==> src/rtl/bcd_serial_adder_pkg.sv <==
// Shared constants for the digit-serial BCD adder: digit width, BCD limits
// and the width used for the adder's state enumeration.
package bcd_serial_adder_pkg;

  localparam int DIGIT_W = 4;
  localparam int STATE_W = 2;

  localparam logic [DIGIT_W-1:0] BCD_MAX  = 4'd9;
  localparam logic [DIGIT_W-1:0] BCD_CORR = 4'd6;

endpackage

==> src/rtl/bcd_digit_add.sv <==
// One BCD digit adder: a + b + C_in with decimal correction.
// Purely combinational; the serial adder time-shares a single copy.
module bcd_digit_add
  import bcd_serial_adder_pkg::*;
(
  input  logic               C_in,
  input  logic [DIGIT_W-1:0] a,
  input  logic [DIGIT_W-1:0] b,
  output logic [DIGIT_W-1:0] sum,
  output logic               C_out
);

  logic [DIGIT_W:0] t;
  logic [DIGIT_W:0] t_corr;

  // Binary sum plus the +6 correction used when the result leaves 0..9.
  // Out-of-range nibbles follow the same rule; the result wraps mod 16.
  always_comb begin
    t      = {1'b0, a} + {1'b0, b} + {{DIGIT_W{1'b0}}, C_in};
    t_corr = t + {1'b0, BCD_CORR};
    if (t > {1'b0, BCD_MAX}) begin
      sum   = t_corr[DIGIT_W-1:0];
      C_out = 1'b1;
    end else begin
      sum   = t[DIGIT_W-1:0];
      C_out = 1'b0;
    end
  end

endmodule

==> src/rtl/bcd_serial_adder.sv <==
// Digit-serial packed-BCD adder. Operands are captured on an accepted start,
// then one digit pair is added per cycle (least significant first) through a
// shared bcd_digit_add. The result is flagged with a one-cycle done pulse and
// held until the next accepted start.
//
// Handshake: start is a request sampled only while idle; a start seen while
// busy or finishing is dropped, never queued. done pulses for exactly one
// cycle, and sum/C_out/err are valid from that cycle until the next capture.
module bcd_serial_adder
  import bcd_serial_adder_pkg::*;
#(
  parameter int DIGITS = 4
) (
  input  logic                    clk,
  input  logic                    rst,
  input  logic                    start,
  input  logic                    C_in,
  input  logic [DIGIT_W*DIGITS-1:0] a,
  input  logic [DIGIT_W*DIGITS-1:0] b,
  output logic                    busy,
  output logic                    done,
  output logic [DIGIT_W*DIGITS-1:0] sum,
  output logic                    C_out,
  output logic                    err
);

  localparam int IDX_W = (DIGITS > 1) ? $clog2(DIGITS) : 1;
  localparam logic [IDX_W-1:0] LAST_IDX = IDX_W'(DIGITS - 1);

  typedef enum logic [STATE_W-1:0] {
    IDLE = 2'd0,
    ADD  = 2'd1,
    DONE = 2'd2
  } state_t;

  state_t                      state;
  logic [IDX_W-1:0]            idx;
  logic                        carry_q;
  logic [DIGIT_W*DIGITS-1:0]   a_q;
  logic [DIGIT_W*DIGITS-1:0]   b_q;

  logic [DIGIT_W-1:0]          a_d;
  logic [DIGIT_W-1:0]          b_d;
  logic [DIGIT_W-1:0]          d_sum;
  logic                        d_cout;
  logic                        nibble_bad;

  // Select the digit pair addressed by the index from the captured operands.
  always_comb begin
    a_d = '0;
    b_d = '0;
    for (int i = 0; i < DIGITS; i++) begin
      if (idx == IDX_W'(i)) begin
        a_d = a_q[i*DIGIT_W +: DIGIT_W];
        b_d = b_q[i*DIGIT_W +: DIGIT_W];
      end
    end
    nibble_bad = (a_d > BCD_MAX) || (b_d > BCD_MAX);
  end

  bcd_digit_add u_digit (
    .C_in  (carry_q),
    .a     (a_d),
    .b     (b_d),
    .sum   (d_sum),
    .C_out (d_cout)
  );

  // Control FSM with index counter, operand/carry capture and result demux.
  always_ff @(posedge clk) begin
    if (rst) begin
      state   <= IDLE;
      idx     <= '0;
      carry_q <= 1'b0;
      a_q     <= '0;
      b_q     <= '0;
      busy    <= 1'b0;
      done    <= 1'b0;
      sum     <= '0;
      C_out   <= 1'b0;
      err     <= 1'b0;
    end else begin
      done <= 1'b0;
      case (state)
        IDLE: begin
          if (start) begin
            a_q     <= a;
            b_q     <= b;
            carry_q <= C_in;
            idx     <= '0;
            sum     <= '0;
            err     <= 1'b0;
            C_out   <= 1'b0;
            busy    <= 1'b1;
            state   <= ADD;
          end
        end
        ADD: begin
          for (int i = 0; i < DIGITS; i++) begin
            if (idx == IDX_W'(i)) begin
              sum[i*DIGIT_W +: DIGIT_W] <= d_sum;
            end
          end
          carry_q <= d_cout;
          if (nibble_bad) begin
            err <= 1'b1;
          end
          if (idx == LAST_IDX) begin
            state <= DONE;
          end else begin
            idx <= idx + 1'b1;
          end
        end
        DONE: begin
          // Final carry is published together with the done pulse.
          C_out <= carry_q;
          done  <= 1'b1;
          busy  <= 1'b0;
          idx   <= '0;
          state <= IDLE;
        end
        default: begin
          state <= IDLE;
          busy  <= 1'b0;
        end
      endcase
    end
  end

endmodule
==> config.mk <==
export PLATFORM = sky130hd
export DESIGN_NAME = bcd_serial_adder
export DESIGN_NICKNAME = d
export VERILOG_FILES = /design/src/rtl/bcd_serial_adder_pkg.sv /design/src/rtl/bcd_digit_add.sv /design/src/rtl/bcd_serial_adder.sv
export SDC_FILE = /design/constraint.sdc
export NUM_CORES = 1
export LEC_CHECK = 0
export ABC_AREA = 1
export CAP_MARGIN = 20
export CORE_UTILIZATION = 35
export DETAILED_ROUTE_END_ITERATION = 10
export GPL_TIMING_DRIVEN = 0
export MAX_ROUTING_LAYER = met4
export RECOVER_POWER = 25
export REMOVE_ABC_BUFFERS = 1
export SLEW_MARGIN = 10
export SYNTH_ARGS = -nofsm -noshare
export SYNTH_HDL_FRONTEND = slang
export SYNTH_SLANG_ARGS = --single-unit
==> constraint.sdc <==
create_clock -name clk -period 6.3 [get_ports clk]
set_input_delay 0.63 -clock clk [delete_from_list [all_inputs] [get_ports clk]]
set_output_delay 0.63 -clock clk [all_outputs]
set_load 0.02 [all_outputs]
==> results of run 1 <==
## cell type report
type	count	area (µm²)	area share, %
timing repair buffer	55	550.5	16.11
sequential	57	1141	33.38
multi-input combinational	249	1272	37.23
tap	99	123.9	3.624
inverter	36	135.1	3.953
clock inverter	6	57.56	1.684
clock buffer	10	137.6	4.026
## kinds of logic (layout without fill, tap and decap cells)
group                      count (synthesis)  after routing  synth area share (%)
adders and majority gates                 10             10                 5.296
and+or+nand+nor                          133            133                 21.04
buffers and inverters                     53            107                 8.700
DFF                                       57             57                 43.12
AOI/OAI and AO/OA                        106            106                 21.84
## routing by layer
layer | GRT usage (%) | vias to the layer above
met1 | 20.29 | 1063
met2 | 26.71 | 47
met5 | - | -
met4 | 8.802 | 0
met3 | 3.047 | 9
li1 | - | 1266
## where the power goes
| group | switching (mW) | internal (mW) |
|---|---|---|
| Sequential | 0.0163 | 0.395 |
| Clock | 0.143 | 0.190 |
| Combinational | 0.179 | 0.120 |
| Total | 0.338 | 0.705 |
## cell usage in the layout, fill, tap and decap left out, drive strengths merged
cell type      instances
a211oi                 2
a21boi                 3
a21o                   1
a21oi                 39
a22oi                  2
a32o                   1
and2                   1
bufinv                 1
clkbuf                10
clkdlybuf4s50         39
clkinv                 5
clkinvlp               1
dfxtp                 57
dlygate4sd3           16
fa                     2
ha                     8
inv                   35
nand2                 50
nand3                 12
nor2                  68
nor3                   2
o21ai                 58
## state kept, by name, summed over array words and instances (netlist names)
signal and flops:
carry_q 1, C_out 1, a_q 16, err 1, done 1, b_q 16
busy 1, state 2, sum 16, idx 2
## cells in the mapped netlist, types with 2 or more instances
cell type	instances
a22oi_1	2
fa_1	2
o21ai_0	52
nor2_1	66
dfxtp_1	57
a211oi_1	2
buf_6	3
clkbuf_1	7
nor3_1	2
o21ai_1	5
inv_2	7
nand3_2	2
nand3_1	10
a21oi_2	2
buf_2	6
a21oi_1	37
nand2_1	44
nand2_2	6
a21boi_1	2
inv_1	28
ha_1	8
## metrics by stage
step	std cells	hold WS, ps
after global routing	512	470.7
after floorplan	342	430.8
after global placement	496	441.9
final	512	460.9
after detailed placement	496	451.0
after CTS	512	459.1
## worst paths after layout
check / slack [ps] / endpoint / cells past startpoint
setup / recovery: 2670 / sum[5]$_SDFFE_PP0P_ / 20
hold / removal: 460 / a_q[5]$_SDFFE_PP0P_ / 2
setup reg to reg: 2670 / sum[5]$_SDFFE_PP0P_ / 20
hold reg to reg: 460 / a_q[5]$_SDFFE_PP0P_ / 2
## worst reg2reg max path: stages, from the launching register on
cell and delay [ps]:
dfxtp_1 330, inv_1 120, ha_1 390, inv_2 80, nor2_4 130, a22oi_1 80
o21ai_0 170, o21ai_0 140, fa_1 460, fa_1 450, inv_1 60, nand2_1 70
nand2_1 130, ha_1 210, nand2_1 50, a21boi_1 130, nand2_2 90, nand2_2 70
nand2_1 90, nand3_2 120, a21oi_1 190
==> results_dict.tcl, run 1 <==
set metrics [dict create \
    ys_async_sr_fraction_pct 0 \
    max_slew_margin_pct 21.82 \
    grt_max_degree 50 \
    drt_wl_total_um 5799 \
    startpoint "idx[0]$_SDFFE_PP0P_" \
    crit_type "flop to flop" \
    crit_arrival_ps 3890 \
    fin_ws_ps 2669 \
    cts.sinks 57 \
    vias 2385 \
    syn_inst 359 \
    setup_violations 0 \
    drive_gt1_share_pct 8.959 \
    route.met2.wl_um 2652 \
    yosys_warnings 0 \
    netlist_area_um2 2646 \
    post_cts_resized 0 \
    tightest_slew_ps 1170 \
    cp-end-kind "flop" \
    power_mw 1.043 \
    area_growth_pct 29.17 \
    cts_setup_buffers 0 \
    finalHoldViolCount 0 \
    hp-class "flop to flop" \
    wire_per_inst_um 11.33 \
    grt.total_usage_pct 16.76 \
    core_area_um2 7292 \
    rsz0062_at_grt "false" \
    initial_utilization_pct 36.29 \
    clock_path_buffers 2 \
    ys_top_cells_by_area "dfxtp_1 (43%), o21ai_0 (9.8%), nor2_1 (9.4%), a21oi_1 (7.0%), nand2_1 (6.2%)" \
    yosysSeqAreaShare_pct 43.12 \
    clk_latency_ps 330 \
    row_count 31 \
    drv_slew 0 \
    cpMostUsedCell "nand2_1" \
    worst-path-buf-inv 3 \
    cts_inserted_buffers 9 \
    cp_top_family "adder cells" \
    fin_crit_sh_pct 57.64 \
    place.gp.congestion 0.8291 \
    cts_tree "done" \
    wl_met1_um 2816 \
    fmax_mhz 275.4 \
    synth.avg_cell_area_um2 7.371 \
    clk_pin_slew_ps 70 \
    die_w_um 88.95 \
    crit_required_ps 6560 \
    place.port_buffers 55 \
    grt_pass1_vias 2263 \
    top_layer_used "met4" \
    status "finished, final reports clean" \
    n_fill_cell 798 \
    layout_min_cycle_time_ps 3631 \
    wl_met3_um 245 \
    fp.dieH_um 88.95 \
    post-route-util_pct 46.88 \
    min_from "a_q[5]$_SDFFE_PP0P_" \
    path_cells "inv_1, ha_1, inv_2, nor2_4, a22oi_1, o21ai_0, o21ai_0, fa_1, fa_1, inv_1, nand2_1, nand2_1, ha_1, nand2_1, a21boi_1, nand2_2, nand2_2, nand2_1, nand3_2, a21oi_1" \
    ys_types 30 \
    place_hpwl_um 4030 \
    irDropWorstVdd_uv 136.9 \
    ys_ff_latch 57 \
    synth_top_cell_by_area "dfxtp_1" \
    die-area_um2 7912 \
    antenna_found_initial 0 \
    cts_root_buf "clkbuf_8" \
    synth_top_flop_cell "dfxtp_1" \
    worst_path_max_delay_cell "fa_1" \
    viasPerCell 4.658 \
    r2r-start "idx[0]$_SDFFE_PP0P_" \
    cts_hold_buf 0 \
    synth_top_area_share_pct 43.12 \
    grt_overflow 0 \
    finalSetupTns_ps 0 \
    crit_fanout 6 \
    dpl_cell_area_um2 3226 \
    skew_ps 7.188 \
    first_iter_violations 45 \
    power_density_nw_per_um2 305.1 \
    fin_area_um2 3418 \
    io_pins 56 \
    htreeDepth 3 \
    grt_pass1_wl_um 9804 \
    worstSetupStartpointType "flop" \
    nNetsFinal 454 \
    max_stage_delay_ps 460 \
    synth-edff-count 0 \
    post-place-ws_ps 2687 \
    ant_nets 0 \
    cap_violations 0 \
    drc_errors 0 \
    p_leak_nw 1.495 \
    diodes 0 \
    first_pass_iters 4 \
]
Power figures use the tool's default switching activity.
==> run 2: changes to the inputs <==
==> constraint.sdc (replaced) <==
create_clock -name clk -period 3.13 [get_ports clk]
set_input_delay 0.313 -clock clk [delete_from_list [all_inputs] [get_ports clk]]
set_output_delay 0.313 -clock clk [all_outputs]
set_load 0.02 [all_outputs]
==> run 2 against run 1 <==
Compared with the run above:
- sequential cell count is the same
- clock-buffer cell count unchanged
- sequential share of layout area is 2.1 points lower
- largest cell class unchanged
- clock power up 100%
- core utilization up 3.4 points
- final cell count up 2.0%
- non-clock buffer count grew 10
- largest power group unchanged
- first-iteration DRC count increased by 84%
- total power increased by 120%
==> results_dict.tcl, run 2 (same netlist as run 1, synthesis figures left out) <==
set metrics [dict create \
    cp-end-kind "flop" \
    row_count 31 \
    viasPerCell 4.739 \
    final_common_cell "nor2_1" \
    reg2reg_to "sum[5]$_SDFFE_PP0P_" \
    hold_ws_ps 459.1 \
    core_area_um2 7292 \
    die-area_um2 7912 \
    fp.dieH_um 88.95 \
    crit_type "flop to flop" \
    grt_pass1_wl_um 10140 \
    drive_gt1_share_pct 18.44 \
    irDropWorstVdd_uv 279.4 \
    rrSetupSlack_ps 70 \
    path_cells "inv_4, ha_4, nor2_4, a22oi_1, o21ai_1, o21ai_1, fa_2, fa_2, ha_4, nand2_2, a21boi_2, nand2_2, nand2_4, nand2_2, nand3_4, a21oi_2" \
    antenna_found_initial 0 \
    max_slew_margin_pct 23.07 \
    fin_crit_sh_pct 97.89 \
    cp_top_family "adder cells" \
    startpoint "idx[1]$_SDFFE_PP0P_" \
    tightest_slew_ps 1151 \
    worst_path_max_delay_cell "fa_2" \
    first_iter_violations 83 \
    grt_max_degree 50 \
    clk_latency_ps 330 \
    cpMostUsedCell "nand2_2" \
    r2r-start "idx[1]$_SDFFE_PP0P_" \
    cts.sinks 57 \
    htreeDepth 3 \
    drt_wl_total_um 6192 \
    drc_errors 0 \
    first_pass_iters 5 \
    route.met2.wl_um 2839 \
    cap_violations 0 \
    grt_overflow 0 \
    wl_met1_um 3073 \
    worstSetupEndpoint "sum[5]$_SDFFE_PP0P_" \
    grt.total_usage_pct 17.35 \
    rr_worst_depth 16 \
    fmax_mhz 326.4 \
    finalHoldViolCount 0 \
    setup_violations 0 \
    diodes 0 \
    fin_area_um2 3667 \
    die_w_um 88.95 \
    top_layer_used "met4" \
    cts_hold_buf 0 \
    clock_path_buffers 2 \
    nNetsFinal 464 \
    cts_inserted_buffers 9 \
    crit_cells 16 \
    hp-class "flop to flop" \
    cts_tree "done" \
    initial_utilization_pct 36.29 \
    vias 2474 \
    wire_per_inst_um 11.86 \
    dpl_cell_area_um2 3226 \
    clk_pin_slew_ps 70 \
    status "finished, final reports clean" \
    worstSetupStartpointType "flop" \
    place.port_buffers 55 \
    area_growth_pct 38.58 \
    grt_pass1_vias 2311 \
    crit_fanout 7 \
    wl_met3_um 206 \
    ant_nets 0 \
    worst-path-buf-inv 1 \
    p_leak_nw 1.564 \
    place_hpwl_um 4030 \
    rsz0062_at_grt "true" \
    top_regs "a_q (16), b_q (16), sum (16)" \
    layout_common_cells "nor2_1 (66), dfxtp_1 (55), o21ai_0 (48)" \
    layout_min_cycle_time_ps 3064 \
    io_pins 56 \
    max_stage_delay_ps 600 \
    crit_required_ps 3400 \
    skew_ps 6.090 \
    power_density_nw_per_um2 630.6 \
    cts_root_buf "clkbuf_8" \
    drv_slew 0 \
    n_fill_cell 752 \
    crit_arrival_ps 3330 \
    place.gp.congestion 0.8291 \
]
==> run 2: layout make-up <==
type,instances,area [µm²],area share (%)
multi-input cells,249,1436,39.17
well taps,99,123.9,3.378
flip-flops and latches,57,1146,31.25
repair buffers,65,625.6,17.06
clock inverters,6,57.56,1.569
clock buffers,10,137.6,3.753
inverters,36,140.1,3.821
==> run 2: repair_timing <==
item,4_1_cts,5_1_grt
setup endpoints to repair,13,13
pin swaps,5,14
setup buffers,3,7
gates resized for setup,31,18
==> run 2: worst min-delay path by stage <==
stage	depth (start not counted)	end	startpoint
floorplan	1	err$_SDFFE_PP0P_	rst
global placement	2	b_q[9]$_SDFFE_PP0P_	b_q[9]$_SDFFE_PP0P_
detailed placement	2	b_q[9]$_SDFFE_PP0P_	b_q[9]$_SDFFE_PP0P_
CTS	2	b_q[9]$_SDFFE_PP0P_	b_q[9]$_SDFFE_PP0P_
global route	2	b_q[9]$_SDFFE_PP0P_	b_q[9]$_SDFFE_PP0P_
finish	2	b_q[9]$_SDFFE_PP0P_	b_q[9]$_SDFFE_PP0P_
==> run 2: metrics by stage <==
step	utilization, %	TNS, ps	worst slack [ps]	power [mW]	cells
global placement	44.23	-4905	-424.8	1.438	496
floorplan	-	-91.13	-22.98	1.256	342
CTS	48.56	0	23.37	2.208	515
finish	50.29	0	66.02	2.312	522
global route	50.29	-790.6	-97.22	2.448	522
detailed placement	44.23	-5713	-483.0	1.454	496
==> run 2: where the power goes <==
part	internal (mW)	total (mW)	switching, mW	leakage (nW)
clock	0.383	0.678	0.295	0.102
combinational	0.341	0.802	0.461	0.990
sequential	0.796	0.833	0.0367	0.472
==> run 2: tightest hold or removal path: cells and delay by family, from the launching register on <==
kind	cells	cell delay, ps
buf+inv	1	60
flops	1	300
compound gates	1	60
==> run 2: metal layers <==
layer,global-route usage (%),vias up
met5,-,-
met4,8.369,0
met3,3.047,6
met2,27.41,50
met1,21.55,1131
li1,-,1287
==> run 3: changes to the inputs <==
--- a/config.mk
+++ b/config.mk
@@ -10,7 +10,6 @@
 export CORE_UTILIZATION = 35
 export DETAILED_ROUTE_END_ITERATION = 10
 export GPL_TIMING_DRIVEN = 0
-export MAX_ROUTING_LAYER = met4
 export RECOVER_POWER = 25
 export REMOVE_ABC_BUFFERS = 1
 export SLEW_MARGIN = 10
==> run 3 against run 2 <==
Compared with the run above:
- clock-buffer cell count is the same
- clock power is essentially flat
- die area is the same
- setup slack lost 3.6 ps
- sequential cell count is the same
- routed wire length grew 0.26%
- critical path depth is the same
- total power is essentially flat
- fmax shrank 0.12%
- clock skew is essentially flat
- critical path type unchanged
==> results_dict.tcl, run 3 (same netlist as run 1, synthesis figures left out) <==
set metrics [dict create \
    hold_ws_ps 459.0 \
    p_seq_share_pct 36.0 \
    cts_inserted_buffers 9 \
    max_slew_margin_pct 22.13 \
    htreeDepth 3 \
    layout_min_cycle_time_ps 3068 \
    setup_violations 0 \
    cts_root_buf "clkbuf_8" \
    tightest_slew_ps 1165 \
    power.internal_mw 1.520 \
    drv_slew 0 \
    crit_required_ps 3400 \
    vias 2463 \
    p_sw_share_pct 34.31 \
    clk_latency_ps 330 \
    grt_max_degree 50 \
    grt.total_usage_pct 16.83 \
    diodes 0 \
    cap_violations 0 \
    drt_wl_total_um 6208 \
    finalSetupTns_ps 0 \
    power_mw 2.314 \
    fp.dieH_um 88.95 \
    comb_power_share_pct 34.7 \
    place.gp.congestion 0.8169 \
    worstSetupStartpointType "flop" \
    stdcell_count 522 \
    cts.sinks 57 \
    first_pass_iters 4 \
    die-area_um2 7912 \
    grt_overflow 0 \
    cp-end-kind "flop" \
    p_sw_mw 0.7940 \
    antenna_found_initial 0 \
    final_common_cell "nor2_1" \
    drive_gt1_share_pct 18.44 \
    nNetsFinal 464 \
    first_iter_violations 81 \
    crit_type "flop to flop" \
    placed_cells 496 \
    cts_tree "done" \
    grt_pass1_wl_um 10140 \
    ant_nets 0 \
    place_hpwl_um 4030 \
    finalHoldViolCount 0 \
    crit_fanout 7 \
    top_regs "a_q (16), b_q (16), sum (16)" \
    io_pins 56 \
    clk_pin_slew_ps 70 \
    rsz0062_at_grt "true" \
    power_density_nw_per_um2 631.0 \
    crit_arrival_ps 3340 \
    p_leak_nw 1.564 \
    place.port_buffers 55 \
    initial_utilization_pct 36.29 \
    cts_hold_buf 0 \
    dpl_cell_area_um2 3226 \
    fin_crit_sh_pct 98.00 \
    layout_common_cells "nor2_1 (66), dfxtp_1 (55), o21ai_0 (48)" \
    p_clk_share_pct 29.4 \
    fmax_mhz 326.0 \
    core_area_um2 7292 \
    viasPerCell 4.718 \
    status "finished, final reports clean" \
    drc_errors 0 \
    fin_area_um2 3667 \
    area_growth_pct 38.58 \
    die_w_um 88.95 \
    row_count 31 \
    grt_pass1_vias 2317 \
    hp-class "flop to flop" \
    wire_per_inst_um 11.89 \
    clock_path_buffers 2 \
    irDropWorstVdd_uv 279.1 \
    skew_ps 6.048 \
]
[run 3: cell counts in the layout (fill, tap and decap cells not counted)]
No cell type changed its count.
[run 3: cell type report]
cell class / count / area (µm²)
clock buffers: 10 / 137.6
clock inverters: 6 / 57.56
fillers: 752 / 3625
inverters: 36 / 140.1
multi-input cells: 249 / 1436
flip-flops and latches: 57 / 1146
well taps: 99 / 123.9
repair buffers: 65 / 625.6
[run 3: through the flow]
step	setup WS [ps]	utilization [%]
2_1_floorplan	-22.98	-
3_3_place_gp	-424.8	44.23
3_5_place_dp	-483.0	44.23
4_1_cts	23.37	48.56
5_1_grt	-97.21	50.29
6_report	62.47	50.29
[run 3: power by group through the flow]
stage | Combinational (mW) | Clock (mW) | Sequential, mW
detailed placement | 0.608 | 0 | 0.846
finish | 0.802 | 0.679 | 0.832
global placement | 0.594 | 0 | 0.845
floorplan | 0.383 | 0 | 0.873
global route | 0.885 | 0.724 | 0.840
CTS | 0.682 | 0.692 | 0.834
[run 3: metal layers]
layer / global-route usage [%] / routed length (µm) / up-vias
met5: 0 / 0 / -
met4: 7.937 / 103 / 0
met3: 3.324 / 225 / 9
met2: 27.41 / 2826 / 46
met1: 21.55 / 3053 / 1120
li1: - / - / 1288
[run 3: critical path: stages, from the launching register on]
cell,delay [ps]
dfxtp_4,380
inv_4,50
ha_4,190
nor2_4,140
a22oi_1,80
o21ai_1,140
o21ai_1,110
fa_2,390
fa_2,610
ha_4,150
nand2_2,40
a21boi_2,150
nand2_2,100
nand2_4,90
nand2_2,110
nand3_4,100
a21oi_2,160
[run 3: path summary, 6_finish.rpt]
check,from,end,slack [ps],cells past startpoint
worst min-delay path,b_q[9]$_SDFFE_PP0P_,b_q[9]$_SDFFE_PP0P_,460,2
worst min register to register,b_q[9]$_SDFFE_PP0P_,b_q[9]$_SDFFE_PP0P_,460,2
worst max-delay path,idx[1]$_SDFFE_PP0P_,sum[5]$_SDFFE_PP0P_,60,16
worst max register to register,idx[1]$_SDFFE_PP0P_,sum[5]$_SDFFE_PP0P_,60,16
[run 3: repair_timing]
action                                  4_1_cts  5_1_grt
setup buffers                                 3        7
gates resized for setup                      31       18
endpoints found under the setup margin       13       13
pin swaps                                     5       14
